$ cat src/rtl/ip_debugger_pkg.sv
// Shared constants, state encoding and hex helper for the multi-channel UART debug dumper.
package ip_debugger_pkg;

    localparam logic [7:0] ASCII_C     = 8'h43;
    localparam logic [7:0] ASCII_H     = 8'h48;
    localparam logic [7:0] ASCII_COLON = 8'h3A;
    localparam logic [7:0] ASCII_SPACE = 8'h20;
    localparam logic [7:0] ASCII_CR    = 8'h0D;
    localparam logic [7:0] ASCII_LF    = 8'h0A;

    typedef enum logic [1:0] {
        ST_IDLE,
        ST_LOAD,
        ST_SEND,
        ST_GAP
    } state_t;

    // Uppercase hex digit: 0..9 -> '0'..'9', A..F -> 'A'..'F'.
    function automatic logic [7:0] func_hex2ascii(input logic [3:0] nibble);
        if (nibble < 4'd10)
            return 8'h30 + {4'h0, nibble};
        else
            return 8'h37 + {4'h0, nibble};
    endfunction

endpackage

$ cat src/rtl/ip_debugger_trigger.sv
// Key edge detection, auto-mode toggle, period counter and the merged pending-dump flag.
module ip_debugger_trigger #(
    parameter int PERIOD = 27_000_000
) (
    input  logic       clk,
    input  logic       n_reset,
    input  logic [1:0] keys,
    input  logic       take,
    output logic       pending,
    output logic       auto_mode
);

    localparam int                CNT_W    = $clog2(PERIOD);
    localparam logic [CNT_W-1:0] CNT_LAST = CNT_W'(PERIOD - 1);

    logic [1:0]       ff_keys;
    logic [1:0]       press;
    logic [CNT_W-1:0] cnt;
    logic             auto_q;
    logic             pending_q;
    logic             wrap;
    logic             trig;

    assign press     = keys & ~ff_keys;
    assign wrap      = auto_q && (cnt == CNT_LAST);
    assign trig      = press[0] | wrap;
    // A trigger in the same cycle the FSM is idle is consumed directly,
    // so a key press reaches LOAD on the very next cycle.
    assign pending   = pending_q | trig;
    assign auto_mode = auto_q;

    // NOTE: sequential state uses non-blocking assignments only, so every
    // register samples the pre-edge values regardless of statement order.
    always_ff @(posedge clk or negedge n_reset) begin
        if (!n_reset) begin
            ff_keys   <= 2'b00;
            auto_q    <= 1'b0;
            cnt       <= '0;
            pending_q <= 1'b0;
        end else begin
            ff_keys <= keys;
            if (press[1])
                auto_q <= ~auto_q;
            // A toggle clears the counter even when it coincides with a wrap;
            // the wrap's trigger has already been folded into pending.
            if (press[1] || !auto_q || wrap)
                cnt <= '0;
            else
                cnt <= cnt + 1'b1;
            pending_q <= take ? 1'b0 : pending;
        end
    end

endmodule

$ cat src/rtl/ip_debugger_mch.sv
// Multi-channel debug dumper: snapshots N_CH probe words and streams "CHk:XXXX ... CR LF" to the UART.
module ip_debugger_mch
    import ip_debugger_pkg::*;
#(
    parameter int N_CH     = 4,
    parameter int CH_WIDTH = 16,
    parameter int PERIOD   = 27_000_000
) (
    input  logic                     clk,
    input  logic                     n_reset,
    output logic [7:0]               send_data,
    output logic                     send_req,
    input  logic                     send_busy,
    input  logic [1:0]               keys,
    input  logic [N_CH*CH_WIDTH-1:0] probe,
    output logic                     dumping,
    output logic                     auto_mode
);

    localparam int               NIB     = CH_WIDTH / 4;
    localparam int               CH_W    = (N_CH > 1) ? $clog2(N_CH) : 1;
    // Field index within one channel: 0..3 prefix, 4.. digits, then separator, then LF.
    localparam logic [3:0]       FLD_SEP = 4'(4 + NIB);
    localparam logic [3:0]       FLD_LF  = 4'(5 + NIB);
    localparam logic [3:0]       DIG_TOP = 4'(3 + NIB);
    localparam logic [CH_W-1:0]  LAST_CH = CH_W'(N_CH - 1);

    state_t              state;
    state_t              state_next;
    logic [CH_WIDTH-1:0] snap [N_CH];
    logic [CH_W-1:0]     ch_idx;
    logic [3:0]          fld;
    logic                pending;
    logic                take;
    logic                accept;
    logic                last_byte;
    logic [CH_WIDTH-1:0] cur_word;
    logic [3:0]          dig;
    logic [3:0]          nib;
    logic [7:0]          cur_byte;

    assign take      = (state == ST_IDLE) && pending;
    assign accept    = (state == ST_SEND) && !send_busy;
    assign last_byte = (fld == FLD_LF);

    ip_debugger_trigger #(
        .PERIOD (PERIOD)
    ) u_trigger (
        .clk       (clk),
        .n_reset   (n_reset),
        .keys      (keys),
        .take      (take),
        .pending   (pending),
        .auto_mode (auto_mode)
    );

    always_ff @(posedge clk or negedge n_reset) begin
        if (!n_reset)
            state <= ST_IDLE;
        else
            state <= state_next;
    end

    // NOTE: every always_comb output gets a default first so no path can infer a latch.
    always_comb begin
        state_next = state;
        case (state)
            ST_IDLE: if (pending) state_next = ST_LOAD;
            ST_LOAD: state_next = ST_SEND;
            ST_SEND: if (accept) state_next = last_byte ? ST_IDLE : ST_GAP;
            ST_GAP:  state_next = ST_SEND;
            default: state_next = ST_IDLE;
        endcase
    end

    // NOTE: snap is a plain data store written in LOAD and only read afterwards,
    // so it carries no reset.
    always_ff @(posedge clk) begin
        if (state == ST_LOAD) begin
            for (int k = 0; k < N_CH; k++)
                snap[k] <= probe[k*CH_WIDTH +: CH_WIDTH];
        end
    end

    always_ff @(posedge clk or negedge n_reset) begin
        if (!n_reset) begin
            ch_idx <= '0;
            fld    <= '0;
        end else if (state == ST_LOAD) begin
            ch_idx <= '0;
            fld    <= '0;
        end else if (accept && !last_byte) begin
            if (fld == FLD_SEP) begin
                if (ch_idx == LAST_CH) begin
                    fld <= FLD_LF;
                end else begin
                    ch_idx <= ch_idx + 1'b1;
                    fld    <= '0;
                end
            end else begin
                fld <= fld + 1'b1;
            end
        end
    end

    // Digit fields run most significant nibble first.
    always_comb begin
        cur_word = snap[ch_idx];
        dig      = DIG_TOP - fld;
        nib      = '0;
        for (int i = 0; i < NIB; i++)
            if (dig == 4'(i))
                nib = cur_word[i*4 +: 4];
    end

    always_comb begin
        cur_byte = 8'h00;
        case (fld)
            4'd0:    cur_byte = ASCII_C;
            4'd1:    cur_byte = ASCII_H;
            4'd2:    cur_byte = func_hex2ascii(4'(ch_idx));
            4'd3:    cur_byte = ASCII_COLON;
            default: begin
                if (fld == FLD_LF)
                    cur_byte = ASCII_LF;
                else if (fld == FLD_SEP)
                    cur_byte = (ch_idx == LAST_CH) ? ASCII_CR : ASCII_SPACE;
                else
                    cur_byte = func_hex2ascii(nib);
            end
        endcase
    end

    // Outputs decode straight from state so an asynchronous reset silences them at once.
    assign send_req  = (state == ST_SEND);
    assign send_data = (state == ST_SEND) ? cur_byte : 8'h00;
    assign dumping   = (state == ST_SEND) || (state == ST_GAP);

endmodule

$ cat config.mk
export PLATFORM = sky130hd
export DESIGN_NAME = ip_debugger_mch
export DESIGN_NICKNAME = d
export VERILOG_FILES = /design/src/rtl/ip_debugger_pkg.sv /design/src/rtl/ip_debugger_trigger.sv /design/src/rtl/ip_debugger_mch.sv
export SDC_FILE = /design/constraint.sdc
export NUM_CORES = 1
export LEC_CHECK = 0
export BUFFER_PORTS_ARGS = -buffer_cell sky130_fd_sc_hd__buf_2
export CAP_MARGIN = 15
export CORE_MARGIN = 2
export CORE_UTILIZATION = 51
export CTS_CLUSTER_DIAMETER = 60
export DETAILED_ROUTE_END_ITERATION = 12
export GPL_ROUTABILITY_DRIVEN = 0
export PLACE_DENSITY = 0.76
export SLEW_MARGIN = 10
export SYNTH_ARGS = -nofsm -noshare
export SYNTH_HDL_FRONTEND = slang
export SYNTH_HIERARCHICAL = 1
export SYNTH_SLANG_ARGS = --single-unit
export TNS_END_PERCENT = 20
$ cat constraint.sdc
create_clock -name clk -period 3.15 [get_ports clk]
set_clock_uncertainty 0.1 [all_clocks]
set_input_delay 0.315 -clock clk [delete_from_list [all_inputs] [get_ports clk]]
set_output_delay 0.315 -clock clk [all_outputs]
set_load 0.05 [all_outputs]
Word-level counts from Yosys, hierarchy flattened
Memory sizes are Yosys's and may differ from the RTL's.
Index checks and enable logic that the tools add are counted.
W data, S select, Z words.
Storage, ports and cells
  memory bits (writable): 64
  register bits: 37
  output and inout bits: 11
  memories kept: 1
Memories
  snap: words 4, width 16, rd ports 1, clocked after Yosys merged registers in 0, write ports 4, line ip_debugger_mch.sv:30  | logic [CH_WIDTH-1:0] snap [N_CH];
Cells by class
  $add $sub $neg: 8
  equality and inequality tests: 16
  reduce and logical (&&, ||, !) cells: 18
  multiplexer cells: 27
  $lt $le $gt $ge: 2
  bitwise operators: 5
Operator list (number)
  $mux W4: 8
  $mux W7: 4
  $pmux W7 S4: 1
  $add A25 B1 Y25 const B: 1
  $eq A25 B25 Y1 const B: 1
  $mux W25: 1
  $eq A4 B2 Y1 const B: 4
  $add A6 B2 Y7 const A: 2
  $add A6 B4 Y7 const A: 2
  $mux W2: 7
  $eq A4 B1 Y1 const B: 2
  $eq A4 B4 Y1 const B: 2
  $logic_not A4 Y1: 2
  $mux W8: 1
  $eq A2 B2 Y1 const B: 3
  $mux W6: 1
  $pmux W2 S3: 1
  $add A4 B1 Y4 const B: 1
  $logic_and A1 B1 Y1: 4
  $lt A2 B4 Y1 const B: 1
  $lt A4 B4 Y1 const B: 1
  $ne A2 B2 Y1 const B: 2
  $reduce_bool A2 Y1: 2
  $sub A3 B4 Y4 const A: 1
  14 further kinds: 21

Depth between registers and ports, before layout
Gate-level depths: netlist (run 1).
  depth after elaboration: 12
  depth in mapped cells: 12
  depth with buffers taken out: 11

Hierarchy
Netlist (run 1), hierarchy kept.
Modules (own cells, without submodules)
  ip_debugger_mch: instances 1, area each 3283.1 um2, cells an instance 231
  ip_debugger_trigger: instances 1, area each 1422.6 um2, cells an instance 147

Least setup slack after synthesis (run 1)
Ideal clock, no wire load.
  path kind: register -> output
  start point: register fld[0]
  end point: output send_data[2]
  data arrival time: 3268 ps
  data required time: 2735 ps
  cell stages (with the launch flop): 13
  path buffers: 1
  slack: -533 ps
  cell sequence: dfrtp_1 inv_1 ha_1 clkbuf_1 nand3b_1 o22ai_1 a211oi_1 nor2_1 inv_1 ha_1 nand2_1 or4_1 a31oi_1
Between the ends
  longest elaborated chain between the ends: 12
Ends and longest elaborated chain
  start: declaration: line ip_debugger_mch.sv:32  | logic [3:0] fld;
  start signal: assignment: line ip_debugger_mch.sv:101  | fld <= fld + 1'b1;
  $sub A3 B4 Y4: line ip_debugger_mch.sv:109  | dig = DIG_TOP - fld;
  $logic_not A4 Y1: line ip_debugger_mch.sv:112  | if (dig == 4'(i))
  $mux W4 (4 in series): line ip_debugger_mch.sv:112
  $add A6 B4 Y7, or another cell as far along: line ip_debugger_pkg.sv:23  | return 8'h37 + {4'h0, nibble};
  $mux W7: line ip_debugger_pkg.sv:20  | if (nibble < 4'd10)
  $mux W7: line ip_debugger_mch.sv:126  | else if (fld == FLD_SEP)
  $mux W7: line ip_debugger_mch.sv:124  | if (fld == FLD_LF)
  $pmux W7 S4 *: line ip_debugger_mch.sv:118  | case (fld)
  $mux W8 *: line ip_debugger_mch.sv:136  | assign send_data = (state == ST_SEND) ? cur_byte : 8'h00;
  end: declaration: line ip_debugger_mch.sv:11  | output logic [7:0] send_data,
Every way passes the cells marked *; elsewhere a longest branch is shown, timed or not.

Worst setup path after layout (run 1)
  start point: register ch_idx[0]
  end point: output send_data[2]
Between the ends
  longest elaborated chain between the ends: 11
Ends and longest elaborated chain
  start: declaration: line ip_debugger_mch.sv:31  | logic [CH_W-1:0] ch_idx;
  start signal: assignment: line ip_debugger_mch.sv:97  | ch_idx <= ch_idx + 1'b1;
  $mem_v2 Z4 W16
  $mux W4 (4 in series): line ip_debugger_mch.sv:112
  $add A6 B4 Y7, or another cell as far along: line ip_debugger_pkg.sv:23
  $mux W7: line ip_debugger_pkg.sv:20
  $mux W7: line ip_debugger_mch.sv:126
  $mux W7: line ip_debugger_mch.sv:124
  $pmux W7 S4 *: line ip_debugger_mch.sv:118
  $mux W8 *: line ip_debugger_mch.sv:136
Marked as above.

==> results of run 1 <==
## sequential cells by signal (all words and copies together), names as in the netlist
name                 count
ch_idx                   2
state                    2
snap                    64
u_trigger/ff_keys        2
u_trigger/auto_mode      1
u_trigger/cnt           25
fld                      4
u_trigger/pending_q      1
## cells in the mapped netlist, drive strengths merged (4+ instances only)
library cell,n
mux2i,16
and3,4
nand2,18
nor3,8
or3,10
inv,15
o31ai,6
nor2,29
clkbuf,10
edfxtp,64
nand4,5
ha,7
nand3,21
xor2,6
mux2,4
xnor2,6
buf,6
or4,8
nor2b,6
nand2b,4
o21ai,16
mux4,7
dfrtp,37
a21oi,24
## worst max-delay path, stage by stage, from the launching register on
cell      delay, ns
dfrtp_1        0.43
buf_12         0.15
mux4_2         0.52
o221ai_2       0.23
a21oi_2        0.06
inv_1          0.08
ha_2           0.20
nand2_2        0.06
or4_4          0.51
a31oi_4        0.20
buf_6          0.18
## layer usage
layer	wire [um]	global-route usage, %
met1	4750	29.97
met2	5526	34.56
met3	666	4.805
met4	193	6.428
met5	0	0
## layout make-up
| type | instances | area share (%) |
|---|---|---|
| repair buffers | 149 | 17.40 |
| multi-input cells | 246 | 29.74 |
| flip-flops and latches | 101 | 46.17 |
| clock inverters | 7 | 1.521 |
| inverters | 15 | 0.9128 |
| clock buffers | 9 | 2.008 |
| well taps | 111 | 2.252 |
## through the flow
stage	cells	TNS, ns
2_1_floorplan	378	-0.3273
3_3_place_gp	566	0
3_5_place_dp	566	0
4_1_cts	620	-0.1856
5_1_grt	638	-0.8766
6_report	638	-0.3481
## path summary, 6_finish.rpt
check,endpoint,cells after the start,from,slack (ns)
worst max register to register,ch_idx[1],8,fld[1],0.73
worst min register to register,u_trigger/cnt[0],1,u_trigger/cnt[0],0.41
worst max-delay path,send_data[2],10,ch_idx[0],-0.26
worst min-delay path,snap[2][14],1,probe[46],0.01
min in group asynchronous,u_trigger/auto_mode,2,n_reset,0.49
max in group asynchronous,u_trigger/cnt[4],2,n_reset,1.94
## report_power, final
part / internal [mW] / switching, mW / total (mW)
Combinational: 0.873 / 1.28 / 2.15
Clock: 0.389 / 0.491 / 0.880
Sequential: 1.55 / 0.100 / 1.65
Total: 2.81 / 1.87 / 4.68
## cells by family after synthesis
logic type,share of synthesized area (%)
fa+ha+maj,1.861
other cells,0.07969
buf+inv,2.845
compound gates,9.812
xor+xnor,2.233
flops,60.52
simple gates,14.94
mux,7.711
## what timing repair did
| item | in CTS | in global routing |
|---|---|---|
| pin swaps | 4 | 8 |
| buffers inserted | 9 | 2 |
| gates resized for setup | 18 | 14 |
| gates cloned | 0 | 0 |
| hold buffers | 29 | 16 |
| endpoints found under the hold margin | 65 | 16 |
| endpoints found under the setup margin | 7 | 7 |
==> run summary, run 1 <==
status -> finished with violations
failing checks -> setup timing
slew margin rel. -> 43.83%
Setup CP Type -> flop to primary output
Final nets -> 598
most common cell after layout, fill and taps aside -> buf_2
Post-synth EDFFs -> 64
post-route cell area -> 0.006168 sq mm
Final ANT Viol Nets -> 0
crit-path max FO -> 8
input/output buffers -> 78
post-synthesis cell count -> 378
Cell variety after synth -> 58
Final Cycle Share -> 108.2%
Hold Fails Final Rpt -> 0
core area -> 0.009109 sq mm
Detailed Place HPWL -> 6.851 mm
syn avg cell area -> 12.45 sq um
setup repair after global routing missed its margin -> yes
clk sinks -> 101
Die Area -> 0.01001 sq mm
Die W -> 100.1 um
final hold slack -> 0.01081 ns
Slew @ Worst Pin -> 0.8425 ns
Final Setup Violations -> 3
HP Class -> input pin to flop
Slew Viols, Final -> 0
synthesis-stage register bit count -> 101
die height -> 100.1 um
Mapped Area -> 0.004706 sq mm
initial core utilization -> 51.66%
highest clock rate -> 0.2935 GHz
All-Layer GR Usage -> 21.60%
pwr dens -> 759.4 mW/mm^2
Reg area -> 0.002848 sq mm
Routed WL -> 11.14 mm
Pre-antenna DRT Iters -> 5
footprint of the multi-input gates -> 0.001834 sq mm
type of origin of the critical path -> flop
Diodes inserted -> 0
largest net degree at the start of global routing -> 71
Iteration-0 DRC Markers -> 329
share of cells above drive strength 1 -> 32.07%
vias in the first global route -> 3,439
Placed Area -> 0.005301 sq mm
Worst EP required -> 2.73 ns
CTS root buf -> clkbuf_8
synth top area cells -> edfxtp_1, dfrtp_1, mux2i_1, mux4_2, a21oi_1
top_reg_cell synth -> edfxtp_1
Longest Clk Path Bufs -> 2
I/O pin count -> 80
sequential area share after synthesis -> 60.52%
P_leak -> 2.366 nW
Yosys top cell area share -> 40.84%
first-pass GRT wire length -> 16.68 mm
wire per inst -> 17.45 um
via count -> 3,633
pre-CTS setup slack -> 0.05459 ns
worst path arrival time -> 2.99 ns
Max Cap Viol -> 0
Yosys top cell by area -> edfxtp_1
Final Core Density -> 67.72%
initial antenna violation count -> 0
Max IR drop VDD -> 0.4004 mV
Area Growth Syn to Fin -> 31.08%
TritonCTS buffer count -> 9
Setup crit end kind -> primary output
FILL cells -> 639
Tmin final -> 3.407 ns
DRC errors left -> 0
routed vias/inst -> 5.694
syn_nets -> 454
CTS tree -> built
# rows -> 35
Yosys warning total -> 6
setup ws final -> -0.2571 ns
most frequent cells in the layout -> buf_2, edfxtp_1, dlygate4sd3_1
Reg clk slew, reported paths -> 0.10 ns
H-Tree Level Count -> 3
Overall Power -> 4.684 mW
Clock Latency Late Sink -> 0.37 ns
Post-synth ARST share -> 36.63%
gr ovfl total -> 0
(Power assumes the default switching activity.)
==> run 2, diff against run 1 <==
--- a/config.mk
+++ b/config.mk
@@ -12,7 +12,7 @@
 export CTS_CLUSTER_DIAMETER = 60
 export DETAILED_ROUTE_END_ITERATION = 12
 export GPL_ROUTABILITY_DRIVEN = 0
-export PLACE_DENSITY = 0.76
+export PLACE_DENSITY = 0.72
 export SLEW_MARGIN = 10
 export SYNTH_ARGS = -nofsm -noshare
 export SYNTH_HDL_FRONTEND = slang
==> run summary, run 2 (synthesis gave the netlist of run 1 again) <==
status -> finished with violations
failing checks -> setup timing
final setup TNS -> -0.3337 ns (+0.01439 ns)
flop-to-flop setup slack -> 0.70 ns (-0.03 ns)
Longest Clk Path Bufs -> 2 (unchanged)
core area -> 0.009109 sq mm (unchanged)
input/output buffers -> 78 (unchanged)
Slew Viols, Final -> 0 (unchanged)
Tmin final -> 3.331 ns (-0.07620 ns)
routed vias/inst -> 5.747 (+0.93%)
Overall Power -> 4.905 mW (+4.7%)
vias in the first global route -> 3,336 (-3.0%)
reg2reg end -> ch_idx[1]
Critical R2R Launch -> fld[0]
setup repair after global routing missed its margin -> yes
Worst EP required -> 2.73 ns (about the same)
Max Cap Viol -> 0 (unchanged)
gr ovfl total -> 0 (unchanged)
Largest register FFs -> 64 (unchanged)
Setup crit end kind -> primary output
CTS root buf -> clkbuf_8
HP Class -> input pin to flop
Final ANT Viol Nets -> 0 (unchanged)
most common cell after layout, fill and taps aside -> buf_2
critical path startpoint -> fld[1]
Area Growth Syn to Fin -> 25.21%
most frequent CP cell -> buf_4
most frequent cells in the layout -> buf_2, edfxtp_1, dfrtp_1
CTS tree -> built
setup ws final -> -0.1809 ns (+0.07621 ns)
initial core utilization -> 51.66% (unchanged)
# rows -> 35 (unchanged)
Clock Latency Late Sink -> 0.36 ns (about the same)
FILL cells -> 701 (+9.7%)
CP endpoint -> send_data[2]
via count -> 3,431 (-5.6%)
Routed WL -> 10.45 mm (-6.1%)
H-Tree Level Count -> 3 (unchanged)
Cell Chain, Critical Path -> buf_4 -> ha_4 -> buf_4 -> nor2b_4 -> nand3_2 -> a311oi_4 -> nand2_2 -> or4_4 -> a31oi_4 -> buf_6
DRC errors left -> 0 (unchanged)
Diodes inserted -> 0 (unchanged)
Final Cycle Share -> 105.7% (-2.4 points)
clk sinks -> 101 (unchanged)
P_leak -> 2.222 nW (-6.1%)
share of cells above drive strength 1 -> 36.42% (+4.4 points)
final hold slack -> 0.01911 ns (+0.008295 ns)
delay of the slowest critical-path stage -> 0.53 ns (about the same)
Detailed Place HPWL -> 7.319 mm (+6.8%)
first-pass GRT wire length -> 16.45 mm (-1.4%)
Slew @ Worst Pin -> 0.8280 ns (-0.01449 ns)
slew margin rel. -> 44.80% (+0.97 points)
Die W -> 100.1 um (unchanged)
largest net degree at the start of global routing -> 38 (-46%)
All-Layer GR Usage -> 21.13% (-0.47 points)
type of origin of the critical path -> flop
Final nets -> 557 (-6.9%)
Final Setup Violations -> 4 (+1)
highest clock rate -> 0.3002 GHz (+2.3%)
die height -> 100.1 um (unchanged)
Slowest-stage cell, CP -> or4_4
Reg clk slew, reported paths -> 0.10 ns (about the same)
Pre-antenna DRT Iters -> 4 (-1)
Setup CP Type -> flop to primary output
Hold Fails Final Rpt -> 0 (unchanged)
I/O pin count -> 80 (unchanged)
crit-path max FO -> 9 (+1)
Die Area -> 0.01001 sq mm (unchanged)
Iteration-0 DRC Markers -> 179 (-46%)
worst path arrival time -> 2.92 ns (-0.07 ns)
worst r2r path cells -> 8 (unchanged)
Largest regs -> snap (64), u_trigger/cnt (25), fld (4)
Max IR drop VDD -> 0.4658 mV (+16%)
pwr dens -> 832.4 mW/mm^2 (+9.6%)
wire per inst -> 17.51 um (+0.30%)
initial antenna violation count -> 0 (unchanged)
TritonCTS buffer count -> 9 (unchanged)
largest reg by FF count -> snap
## run 2: cell count changes in the layout (fill, tap and decap cells not counted), sizes merged
cell,delta
clkinvlp,-1
clkinv,-2
bufinv,+2
inv,+1
dlygate4sd3,-42
buf,+1
## run 2: worst min path at each step
| stage | from | cells past startpoint | endpoint | slack, ns |
|---|---|---|---|---|
| 2_1_floorplan | n_reset | 0 | ch_idx[0] | -0.08 |
| 5_1_grt | probe[2] | 1 | snap[0][2] | 0.001 |
| 6_report | probe[15] | 1 | snap[0][15] | 0.02 |
| 3_5_place_dp | keys[0] | 1 | u_trigger/ff_keys[0] | 0.34 |
| 3_3_place_gp | keys[1] | 1 | u_trigger/ff_keys[1] | 0.34 |
| 4_1_cts | probe[46] | 1 | snap[2][14] | 0.009 |
## run 2: layout make-up
cell class / count / area, sq um / area share, %
multi-input cells: 246 / 1917 / 32.53
well taps: 111 / 138.9 / 2.357
flip-flops and latches: 101 / 2851 / 48.40
clock buffers: 9 / 123.9 / 2.102
clock inverters: 7 / 125.1 / 2.124
repair buffers: 108 / 679.4 / 11.53
inverters: 15 / 56.30 / 0.9556
## run 2: routing by layer
layer	vias up	track usage (%)	share of wire (%)
met1	1662	29.82	44
met3	15	4.387	6.4
li1	1625	-	-
met2	129	33.26	48
met5	-	0	0
met4	0	6.744	1.6
## run 2: where the power goes
group	switching, mW	total [mW]	internal [mW]	leakage [nW]
logic	1.35	2.28	0.928	1.03
clock network	0.458	0.997	0.539	0.125
registers	0.0773	1.63	1.55	1.06
## run 2: worst max-delay path, delay by kind of cell (launching register included)
kind                     cells  cell delay, ns
AO/OA/AOI/OAI                2            0.56
adder cells (fa/ha/maj)      1            0.16
buffers and inverters        3            0.50
flip-flops                   1            0.45
AND/OR/NAND/NOR              4            0.89
## run 2: per-stage QoR
step	setup WS, ns	cells	util [%]	area (sq um)
finish	-0.1809	597	64.68	5892
detailed placement	0.05732	569	58.59	5336
global placement	0.1504	569	58.59	5336
global route	-0.2897	597	64.68	5892
floorplan	-0.2288	378	-	4717
CTS	-0.2421	590	62.76	5717
## run 2: what timing repair did
item	CTS	global route
endpoints found under the hold margin	39	0
endpoints found under the setup margin	7	7
resized for setup	24	27
buffers inserted	2	7
hold buffers	3	0
pin swaps	5	9
